<file path="src/rtl/dpram_fifo_ctrl_pkg.sv">
// Shared widths and types for the dual-port-RAM FIFO controller.
package dpram_fifo_pkg;
   localparam int unsigned DATA_W = 8;
   localparam int unsigned ADDR_W = 6;
   localparam int unsigned DEPTH  = 64;

   typedef logic [DATA_W-1:0] data_t;
   typedef logic [ADDR_W-1:0] ptr_t;
   typedef logic [ADDR_W+1:0] count_t;
endpackage

</file>
<file path="src/rtl/dpram_fifo_ctrl_if.sv">
// Valid/ready word stream; master drives data/valid, slave drives ready.
interface dpram_fifo_ctrl_if;
   import dpram_fifo_pkg::*;

   data_t data;
   logic  valid;
   logic  ready;

   modport master (output data, output valid, input ready);
   modport slave  (input data, input valid, output ready);
endinterface

</file>
<file path="src/rtl/dpram_fifo_ctrl_out_buf.sv">
// Two-entry in-order output buffer that absorbs the RAM's one-cycle read latency.
module fifo_out_buf
   import dpram_fifo_pkg::*;
(
   input  logic       clk,
   input  logic       rst_n,
   input  logic       flush,
   input  logic       push_valid,
   input  data_t      push_data,
   input  logic       pop_ready,
   output data_t      m_data,
   output logic       m_valid,
   output logic [1:0] ob_cnt
);
   data_t entry1;
   logic  pop;

   assign m_valid = (ob_cnt != 2'd0);
   assign pop     = m_valid && pop_ready;

   always_ff @(posedge clk or negedge rst_n) begin
      if (!rst_n) begin
         m_data <= '0;
         entry1 <= '0;
         ob_cnt <= '0;
      end else if (flush) begin
         m_data <= '0;
         entry1 <= '0;
         ob_cnt <= '0;
      end else begin
         // A return landing in the same cycle as a pop goes to whichever slot becomes the tail.
         if (pop) begin
            if (ob_cnt == 2'd2)
               m_data <= entry1;
            else if (push_valid)
               m_data <= push_data;
            if (ob_cnt == 2'd2 && push_valid)
               entry1 <= push_data;
         end else if (push_valid) begin
            if (ob_cnt == 2'd0)
               m_data <= push_data;
            else
               entry1 <= push_data;
         end
         ob_cnt <= ob_cnt + 2'(push_valid) - 2'(pop);
      end
   end
endmodule

</file>
<file path="src/rtl/dpram_fifo_ctrl.sv">
// Synchronous FIFO sequencer around an external 64x8 dual-port RAM (A = write, B = read).
// Optional peak-occupancy register enabled by defining FIFO_HWM_EN.
module dpram_fifo_ctrl
   import dpram_fifo_pkg::*;
(
   input  logic   clk,
   input  logic   rst_n,
   input  logic   flush,
   dpram_fifo_ctrl_if.slave  s,
   dpram_fifo_ctrl_if.master m,
   output count_t count,
   output ptr_t   ram_addr_a,
   output data_t  ram_data_a,
   output logic   ram_we_a,
   output ptr_t   ram_addr_b,
   output logic   ram_we_b,
   input  data_t  ram_q_b,
   output count_t hwm,
   input  logic   hwm_clr
);
   ptr_t       wr_ptr;
   ptr_t       rd_ptr;
   count_t     mem_cnt;
   logic       rd_inflight;
   logic [1:0] ob_cnt;
   logic       s_ready;
   logic       m_valid;
   logic       push;
   logic       pop;
   logic       issue;

   assign s_ready = (mem_cnt < count_t'(DEPTH));
   assign s.ready = s_ready;
   assign m.valid = m_valid;

   assign push = s.valid && s_ready && !flush;
   assign pop  = m_valid && m.ready;
   // Buffer slots already claimed (held + in flight) less the one leaving this cycle must stay below 2.
   assign issue = !flush && (mem_cnt != '0) &&
                  (({1'b0, ob_cnt} + {2'b0, rd_inflight}) < (3'd2 + {2'b0, pop}));

   assign ram_we_a   = push;
   assign ram_addr_a = wr_ptr;
   assign ram_data_a = s.data;
   assign ram_addr_b = rd_ptr;
   assign ram_we_b   = 1'b0;

   always_ff @(posedge clk or negedge rst_n) begin
      if (!rst_n) begin
         wr_ptr      <= '0;
         rd_ptr      <= '0;
         mem_cnt     <= '0;
         rd_inflight <= 1'b0;
         count       <= '0;
      end else if (flush) begin
         wr_ptr      <= '0;
         rd_ptr      <= '0;
         mem_cnt     <= '0;
         rd_inflight <= 1'b0;
         count       <= '0;
      end else begin
         if (push)
            wr_ptr <= wr_ptr + 1'b1;
         if (issue)
            rd_ptr <= rd_ptr + 1'b1;
         mem_cnt     <= mem_cnt + count_t'(push) - count_t'(issue);
         rd_inflight <= issue;
         // Issue and return only move words between stages, so total occupancy tracks push/pop alone.
         count       <= count + count_t'(push) - count_t'(pop);
      end
   end

   fifo_out_buf u_out_buf (
      .clk        (clk),
      .rst_n      (rst_n),
      .flush      (flush),
      .push_valid (rd_inflight),
      .push_data  (ram_q_b),
      .pop_ready  (m.ready),
      .m_data     (m.data),
      .m_valid    (m_valid),
      .ob_cnt     (ob_cnt)
   );

`ifdef FIFO_HWM_EN
   always_ff @(posedge clk or negedge rst_n) begin
      if (!rst_n)
         hwm <= '0;
      else if (hwm_clr)
         hwm <= count;
      else if (count > hwm)
         hwm <= count;
   end
`else
   logic unused_hwm_clr;
   assign unused_hwm_clr = hwm_clr;
   assign hwm = '0;
`endif
endmodule
</file>
<file path="src/flat_wrapper.sv">
// flat-port wrapper written by rule: the top's interface ports become plain ports
module dpram_fifo_ctrl_flat import dpram_fifo_pkg::*;
  (clk, rst_n, flush, count, ram_addr_a, ram_data_a, ram_we_a, ram_addr_b, ram_we_b, ram_q_b, hwm, hwm_clr, s_data, s_valid, s_ready, m_data, m_valid, m_ready);
  dpram_fifo_ctrl_if s_i ();
  dpram_fifo_ctrl_if m_i ();
  input  logic clk;
  input  logic rst_n;
  input  logic flush;
  output count_t count;
  output ptr_t ram_addr_a;
  output data_t ram_data_a;
  output logic ram_we_a;
  output ptr_t ram_addr_b;
  output logic ram_we_b;
  input  data_t ram_q_b;
  output count_t hwm;
  input  logic hwm_clr;
  input wire logic [$bits(s_i.data)-1:0] s_data;
  input wire logic [$bits(s_i.valid)-1:0] s_valid;
  output wire logic [$bits(s_i.ready)-1:0] s_ready;
  output wire logic [$bits(m_i.data)-1:0] m_data;
  output wire logic [$bits(m_i.valid)-1:0] m_valid;
  input wire logic [$bits(m_i.ready)-1:0] m_ready;
  assign s_i.data = s_data;
  assign s_i.valid = s_valid;
  assign s_ready = s_i.ready;
  assign m_data = m_i.data;
  assign m_valid = m_i.valid;
  assign m_i.ready = m_ready;
  dpram_fifo_ctrl u_core (.clk(clk), .rst_n(rst_n), .flush(flush), .s(s_i), .m(m_i), .count(count), .ram_addr_a(ram_addr_a), .ram_data_a(ram_data_a), .ram_we_a(ram_we_a), .ram_addr_b(ram_addr_b), .ram_we_b(ram_we_b), .ram_q_b(ram_q_b), .hwm(hwm), .hwm_clr(hwm_clr));
endmodule
</file>
<file path="config.mk">
export PLATFORM = sky130hd
export DESIGN_NAME = dpram_fifo_ctrl_flat
export DESIGN_NICKNAME = d
export VERILOG_FILES = /design/src/rtl/dpram_fifo_ctrl_pkg.sv /design/src/rtl/dpram_fifo_ctrl_if.sv /design/src/rtl/dpram_fifo_ctrl_out_buf.sv /design/src/rtl/dpram_fifo_ctrl.sv /design/src/flat_wrapper.sv
export SDC_FILE = /design/constraint.sdc
export NUM_CORES = 1
export LEC_CHECK = 0
export ABC_AREA = 0
export ABC_CLOCK_PERIOD_IN_PS = 3000
export CELL_PAD_IN_SITES_DETAIL_PLACEMENT = 1
export CELL_PAD_IN_SITES_GLOBAL_PLACEMENT = 2
export CORE_MARGIN = 1.5
export CORE_UTILIZATION = 31
export CTS_BUF_LIST = sky130_fd_sc_hd__clkbuf_8
export DETAILED_ROUTE_END_ITERATION = 10
export MAX_ROUTING_LAYER = met4
export PLACE_DENSITY = 0.79
export SYNTH_ARGS = -nofsm -noshare
export SYNTH_HDL_FRONTEND = slang
export SYNTH_SLANG_ARGS = --single-unit
</file>
<file path="constraint.sdc">
create_clock -name clk -period 3 [get_ports clk]
set_input_delay 0.45 -clock clk [delete_from_list [all_inputs] [get_ports clk]]
set_output_delay 0.45 -clock clk [all_outputs]
set_load 0.05 [all_outputs]
</file>
# Word-level counts from Yosys, hierarchy flattened
# Cells that the tools add are included.
[word_totals]
in_bits = 22
out_inout_bits = 48
elab_cells = 59
register_bits = 47
[op_classes]
eq_ne = 3
muxes = 19
magnitude_cmp = 2
reduce_logical = 17
addsub = 10
[op_table]
columns = ["cell", "n"]
rows = [
  ["8-bit two-way mux", 13],
  ["6-bit two-way mux", 4],
  ["8-bit by 1-bit adder with 8-bit output", 2],
  ["8-bit by 1-bit subtractor with 8-bit output", 2],
  ["6-bit by 1-bit adder with 6-bit output, second input constant", 2],
  ["3-bit nonzero test", 3],
  ["8-bit by 7-bit < comparator with 1-bit output, second input constant", 1],
  ["8-bit nonzero test", 1],
  ["1-bit logical AND", 6],
  ["3-bit AND reduction", 2],
  ["2-bit nonzero test", 3],
  ["2-bit by 1-bit adder with 3-bit output", 1],
  ["2-bit by 1-bit adder with 3-bit output, first input constant", 1],
  ["3-bit < comparator", 1],
  ["3-bit by 2-bit != test with 1-bit output, second input constant", 1],
  ["3-bit != test, second input constant", 1],
  ["2-bit by 1-bit adder with 2-bit output", 1],
  ["2-bit equality test, second input constant", 1],
  ["2-bit logical NOT", 1],
  ["2-bit two-way mux", 1],
  ["2-bit by 1-bit subtractor with 2-bit output", 1],
  ["1-bit logical NOT", 1],
  ["1-bit two-way mux", 1],
]

# Longest topological paths before layout
[depth]
ltp_word = 7
ltp_mapped = 12
depth_no_buf = 12

# By module
# A second synthesis with hierarchy kept.
[unflattened]
hier_cells = 301
hier_area_um2 = 2994.1
[modules_own_cells]
columns = ["mod", "n_inst", "cells_per_inst", "area_per_inst_um2"]
rows = [
  ["dpram_fifo_ctrl", 1, 222, 2074.5],
  ["fifo_out_buf", 1, 79, 919.6],
]

# Worst setup path before layout
# Ideal clock, no wire load.
[synth_timing]
path_type = "register to register"
start = "reg u_core.mem_cnt[6]"
end = "reg u_core.mem_cnt[6]"
setup_ps = 146
t_arrival_ps = 3312
stages_incl_launch_ff = 12
slack_ps = -458
cell_sequence = "dfrtp_1 inv_1 ha_1 nand2_1 nor2_1 xor2_1 ha_1 fa_1 a21oi_1 o21ai_0 mux2i_1 o311ai_0"
[synth_between]
elab_chain_cells = 6
word_cells_on_any_way = 9
[synth_lines]
columns = ["item", "line", "source"]
rows = [
  ["from (decl)", "dpram_fifo_ctrl.sv:23", "count_t mem_cnt;"],
  ["from (signal assigned)", "dpram_fifo_ctrl.sv:66", "mem_cnt <= mem_cnt + count_t'(push) - count_t'(issue);"],
  ["8-bit by 7-bit < comparator with 1-bit output", "dpram_fifo_ctrl.sv:32", "assign s_ready = (mem_cnt < count_t'(DEPTH));"],
  ["via s_ready", "flat_wrapper.sv:20", "output wire logic [$bits(s_i.ready)-1:0] s_ready;"],
  ["1-bit logical AND (2 in series)", "dpram_fifo_ctrl.sv:36", "assign push = s.valid && s_ready && !flush;"],
  ["via ram_we_a", "flat_wrapper.sv:12", "output logic ram_we_a;"],
  ["8-bit by 1-bit adder with 8-bit output", "dpram_fifo_ctrl.sv:66", ""],
  ["8-bit by 1-bit subtractor with 8-bit output", "dpram_fifo_ctrl.sv:66", ""],
  ["8-bit two-way mux", "dpram_fifo_ctrl.sv:55", "end else if (flush) begin"],
]
# The timed path passes the listed nets, and every way through them passes these cells.
# A chain may end at the register's enable or synchronous reset.

# Worst setup path after layout
[layout_timing]
start = "reg u_core.rd_inflight"
end = "reg u_core.mem_cnt[6]"
[layout_between]
elab_chain_cells = 5
[layout_lines]
columns = ["item", "line", "source"]
rows = [
  ["from (decl)", "dpram_fifo_ctrl.sv:24", "logic rd_inflight;"],
  ["from (signal assigned)", "dpram_fifo_ctrl.sv:67", "rd_inflight <= issue;"],
  ["2-bit by 1-bit adder with 3-bit output", "dpram_fifo_ctrl.sv:40", "(({1'b0, ob_cnt} + {2'b0, rd_inflight}) < (3'd2 + {2'b0, pop}));"],
  ["3-bit < comparator", "dpram_fifo_ctrl.sv:40", ""],
  ["1-bit logical AND", "dpram_fifo_ctrl.sv:39", "assign issue = !flush && (mem_cnt != '0) &&"],
  ["8-bit by 1-bit subtractor with 8-bit output", "dpram_fifo_ctrl.sv:66", ""],
  ["8-bit two-way mux", "dpram_fifo_ctrl.sv:55", ""],
]
# No other way between the ends.

==> impl_metrics.xml <==
<?xml version="1.0" encoding="UTF-8"?>
<metrics>
  <group name="status">
    <metric name="outcome" unit="">finished, final reports clean</metric>
  </group>
  <group name="floorplan">
    <metric name="chipWidth" unit="µm">100</metric>
    <metric name="design.core.area" unit="µm²">9200</metric>
    <metric name="top_level_ports" unit="">70</metric>
    <metric name="rows" unit="">35</metric>
    <metric name="die-height" unit="µm">100</metric>
    <metric name="fp.dieArea" unit="µm²">10000</metric>
    <metric name="start_util" unit="%">31.8</metric>
  </group>
  <group name="power_and_ir_drop">
    <metric name="ir_worst_vdd" unit="µV">447</metric>
    <metric name="p_leak" unit="nW">1.62</metric>
    <metric name="power_per_cell_area" unit="nW/µm²">1100</metric>
  </group>
  <group name="layout">
    <metric name="syn_to_final_growth" unit="%">22.4</metric>
    <metric name="layout.area.seq" unit="µm²">1180</metric>
    <metric name="final_net_count" unit="">399</metric>
    <metric name="multiInputGateArea" unit="µm²">1530</metric>
    <metric name="final_layout_size_suffix_gt1_share" unit="%">9.66</metric>
    <metric name="instances_no_fill" unit="">463</metric>
    <metric name="insertedDiodeCount" unit="">0</metric>
    <metric name="design_area" unit="µm²">3580</metric>
    <metric name="num-fill-cells" unit="">1067</metric>
  </group>
  <group name="worst_hold_path">
    <metric name="holdCritPathClass" unit="">in2async</metric>
  </group>
  <group name="routing">
    <metric name="routed_wl" unit="µm">6640</metric>
    <metric name="drcViolationCount" unit="">0</metric>
    <metric name="detail_route.wl_per_cell" unit="µm">14.3</metric>
    <metric name="vias_per_cell" unit="">4.92</metric>
    <metric name="detailroute.via_count" unit="">2277</metric>
    <metric name="drt-initial-drc-count" unit="">42</metric>
    <metric name="antenna_left" unit="">0</metric>
    <metric name="drt_first_pass_iters" unit="">4</metric>
  </group>
  <group name="place">
    <metric name="port_bufs" unit="">43</metric>
    <metric name="gpl.final_weighted_congestion" unit="">0.797</metric>
    <metric name="place.detailed.hpwl" unit="µm">4950</metric>
    <metric name="dp.cells" unit="">455</metric>
    <metric name="post_dp_cell_area" unit="µm²">3460</metric>
  </group>
  <group name="timing">
    <metric name="tightest_slew" unit="ns">0.743</metric>
    <metric name="setup_viol" unit="">0</metric>
    <metric name="worst_clock_skew" unit="ns">0.00573</metric>
    <metric name="layout_min_cycle_time" unit="ns">2.77</metric>
    <metric name="fmaxAchievable" unit="MHz">361</metric>
    <metric name="rsz_0062_raised_after_global_routing" unit="">no</metric>
    <metric name="maxSlewHeadroom" unit="%">50.5</metric>
    <metric name="timing.setup.tns" unit="ns">0</metric>
    <metric name="final.period_utilization" unit="%">92.4</metric>
    <metric name="timing_hold_violations_final" unit="">0</metric>
    <metric name="final-max-slew-violation-count" unit="">0</metric>
  </group>
  <group name="critical_path">
    <metric name="setup.reg_to_reg.worst_slack" unit="ns">0.23</metric>
    <metric name="critPathKind" unit="">reg2reg</metric>
    <metric name="critical_path.startpoint" unit="">u_core.rd_inflight</metric>
    <metric name="critical_path.startpoint_type" unit="">flop</metric>
    <metric name="timing.rr.start" unit="">u_core.rd_inflight</metric>
    <metric name="critPathMostFrequentCell" unit="">ha_1</metric>
    <metric name="cp_num_buf_inv" unit="">0</metric>
    <metric name="required" unit="ns">3.16</metric>
    <metric name="ff2ff_path_depth" unit="">11</metric>
    <metric name="worst_path_top_cell_family_by_delay" unit="">adder cells</metric>
    <metric name="worstPathArrival" unit="ns">2.94</metric>
    <metric name="critical_path.reg2reg.endpoint" unit="">u_core.mem_cnt[6]</metric>
    <metric name="maximum_single_stage_delay_on_the_critical_path" unit="ns">0.47</metric>
    <metric name="worst-path-max-fanout" unit="">5</metric>
    <metric name="critPathSlowestCell" unit="">dfrtp_1</metric>
    <metric name="endpoint_kind" unit="">flop</metric>
    <metric name="worstPathCellList" unit="">ha_1 -&gt; ha_1 -&gt; o21a_4 -&gt; nor2_4 -&gt; xor2_1 -&gt; ha_1 -&gt; fa_1 -&gt; a21oi_1 -&gt; o21ai_1 -&gt; mux2i_1 -&gt; o311ai_0</metric>
  </group>
  <group name="global_route">
    <metric name="grt_use_total" unit="%">15.1</metric>
    <metric name="vias_in_the_first_global_route" unit="">2406</metric>
    <metric name="global_route_wire_length_before_repair" unit="µm">11800</metric>
    <metric name="globalRoute.totalOverflow" unit="">0</metric>
    <metric name="grt_antenna_before_repair" unit="">0</metric>
    <metric name="grt_start_max_net_pins" unit="">34</metric>
  </group>
  <group name="synth">
    <metric name="muxShareOfSynthArea" unit="%">4.54</metric>
    <metric name="synth_top_family_by_area" unit="">simple AND/OR/NAND/NOR gates</metric>
    <metric name="ys_async_sr_fraction" unit="%">100</metric>
    <metric name="synth_top_flop_cell" unit="">dfrtp_1</metric>
    <metric name="number_of_distinct_standard_cells_referenced_by_the_synthesized_netlist" unit="">45</metric>
    <metric name="synthAdderAreaFrac" unit="%">11.6</metric>
    <metric name="synth_top_cell_area_share" unit="%">40.2</metric>
    <metric name="simple_gate_share_of_the_synthesized_area" unit="%">16.5</metric>
    <metric name="synth_sequential_area_ratio" unit="%">40.2</metric>
    <metric name="postSynthRegisterBits" unit="">47</metric>
    <metric name="yosys.area_share.xor_xnor" unit="%">3.60</metric>
    <metric name="synth_area_leader_cell" unit="">dfrtp_1</metric>
    <metric name="syn_avg_cell_area" unit="µm²">9.49</metric>
    <metric name="post_synth_instance_area" unit="µm²">2920</metric>
    <metric name="ys_top_cells_by_area" unit="">dfrtp_1 (40%), ha_1 (10%), buf_4 (4.6%)</metric>
    <metric name="yosys_warnings" unit="">0</metric>
    <metric name="synth_enable_flop_cells" unit="">0</metric>
    <metric name="post_synth_inst_count" unit="">308</metric>
    <metric name="synth-compound-area-share" unit="%">14.5</metric>
  </group>
  <group name="clock_network">
    <metric name="cts.root.buffer_cell" unit="">clkbuf_8</metric>
    <metric name="tritoncts_num_sinks" unit="">47</metric>
    <metric name="total_clock_buffers_created_by_cts" unit="">5</metric>
    <metric name="tritoncts_clock_tree" unit="">yes</metric>
    <metric name="clock_latency" unit="ns">0.30</metric>
    <metric name="worst_setup_hold_path_clk_slew" unit="ns">0.09</metric>
    <metric name="cts-hold-fix-buffers" unit="">0</metric>
    <metric name="cts_max_level" unit="">2</metric>
    <metric name="clk_path_buf_depth" unit="">2</metric>
  </group>
  <group name="run">
    <metric name="max_cap_violations" unit="">0</metric>
  </group>
</metrics>
layout by cell type, fill, tap and decap left out, drive strengths merged, types with 8 or more instances in the layout:
cell type / count
nand3: 8
clkdlybuf4s50: 41
buf: 13
nand2: 33
dfrtp: 47
o21ai: 19
inv: 23
nor2: 28
a21oi: 9
conb: 9
a211oi: 11
mux2i: 11
ha: 24
layer usage:
layer | GRT usage, % | vias up | wire length [µm]
met5 | - | - | 0
met4 | 4.33 | 0 | 82
met3 | 3.20 | 5 | 266
met2 | 23.6 | 42 | 3010
met1 | 19.9 | 1099 | 3280
li1 | - | 1131 | -
state kept, by name, summed over array words and instances (netlist names):
name and count:
u_core.ram_addr_a 6, u_core.u_out_buf.m_data 8, u_core.rd_inflight 1, u_core.mem_cnt 8
u_core.ram_addr_b 6, u_core.u_out_buf.entry1 8, u_core.count 8, u_core.u_out_buf.ob_cnt 2
metrics by stage:
step	hold slack (ns)	setup slack (ns)	utilization (%)	total power, mW
floorplan	0.154	0.213	-	2.81
global placement	0.462	0.121	37.6	3.38
detailed placement	0.470	0.0447	37.6	3.46
CTS	0.228	0.169	38.9	3.98
global route	0.259	0.00456	38.9	4.29
finish	0.205	0.227	38.9	3.93
timing repair:
| item | 4_1_cts | 5_1_grt |
|---|---|---|
| hold endpoints to repair | 0 | 0 |
| resized for setup | 0 | 1 |
| setup buffers | 0 | 0 |
| endpoints found under the setup margin | 0 | 1 |
area by class of cell:
cell class	count	area share, %
Clock buffer	6	2.31
Clock inverter	2	0.979
Inverter	23	2.41
Multi-Input combinational cell	220	42.7
Sequential cell	47	32.9
Tap cell	111	3.88
Timing Repair Buffer	54	14.8
cell usage after synthesis, types with 7 or more instances:
master,count
buf_4,18
o21ai_0,16
a211oi_1,11
nand3_1,8
inv_1,23
a21oi_1,9
ha_1,24
nor2_1,27
mux2i_1,11
dfrtp_1,47
xnor2_1,7
nand2_1,33
nor2b_1,7
worst max path at each step:
stage	endpoint	slack [ns]	cells after the start
2_1_floorplan	u_core.mem_cnt[6]	0.21	11
3_3_place_gp	u_core.mem_cnt[6]	0.12	11
3_5_place_dp	u_core.mem_cnt[6]	0.04	11
4_1_cts	u_core.mem_cnt[6]	0.17	11
5_1_grt	u_core.mem_cnt[6]	0.005	11
6_report	u_core.mem_cnt[6]	0.23	11
kinds of logic (layout without fill, tap and decap cells):
family | Yosys count | count (layout)
buffers and inverters | 49 | 85
xor gates and xnor gates | 12 | 12
other | 1 | 9
DFF | 47 | 47
and+or+nand+nor | 101 | 101
adders and majority gates | 26 | 26
AOI/OAI and AO/OA | 59 | 59
muxes | 13 | 13
worst register-to-register path: cells and delay by family, from the launching register on:
kind | cells | cell delay [ns]
AO/OA/AOI/OAI | 4 | 0.65
multiplexers | 1 | 0.16
adder cells (fa/ha/maj) | 4 | 1.13
flip-flops | 1 | 0.47
XOR/XNOR | 1 | 0.08
AND/OR/NAND/NOR | 1 | 0.14
where the power goes:
group	leakage, nW	switching, mW	total (mW)	internal, mW
logic	0.941	1.49	2.45	0.964
clock network	0.0612	0.220	0.490	0.270
registers	0.618	0.150	0.985	0.835
No activity file was read; power rests on OpenSTA's default activity.
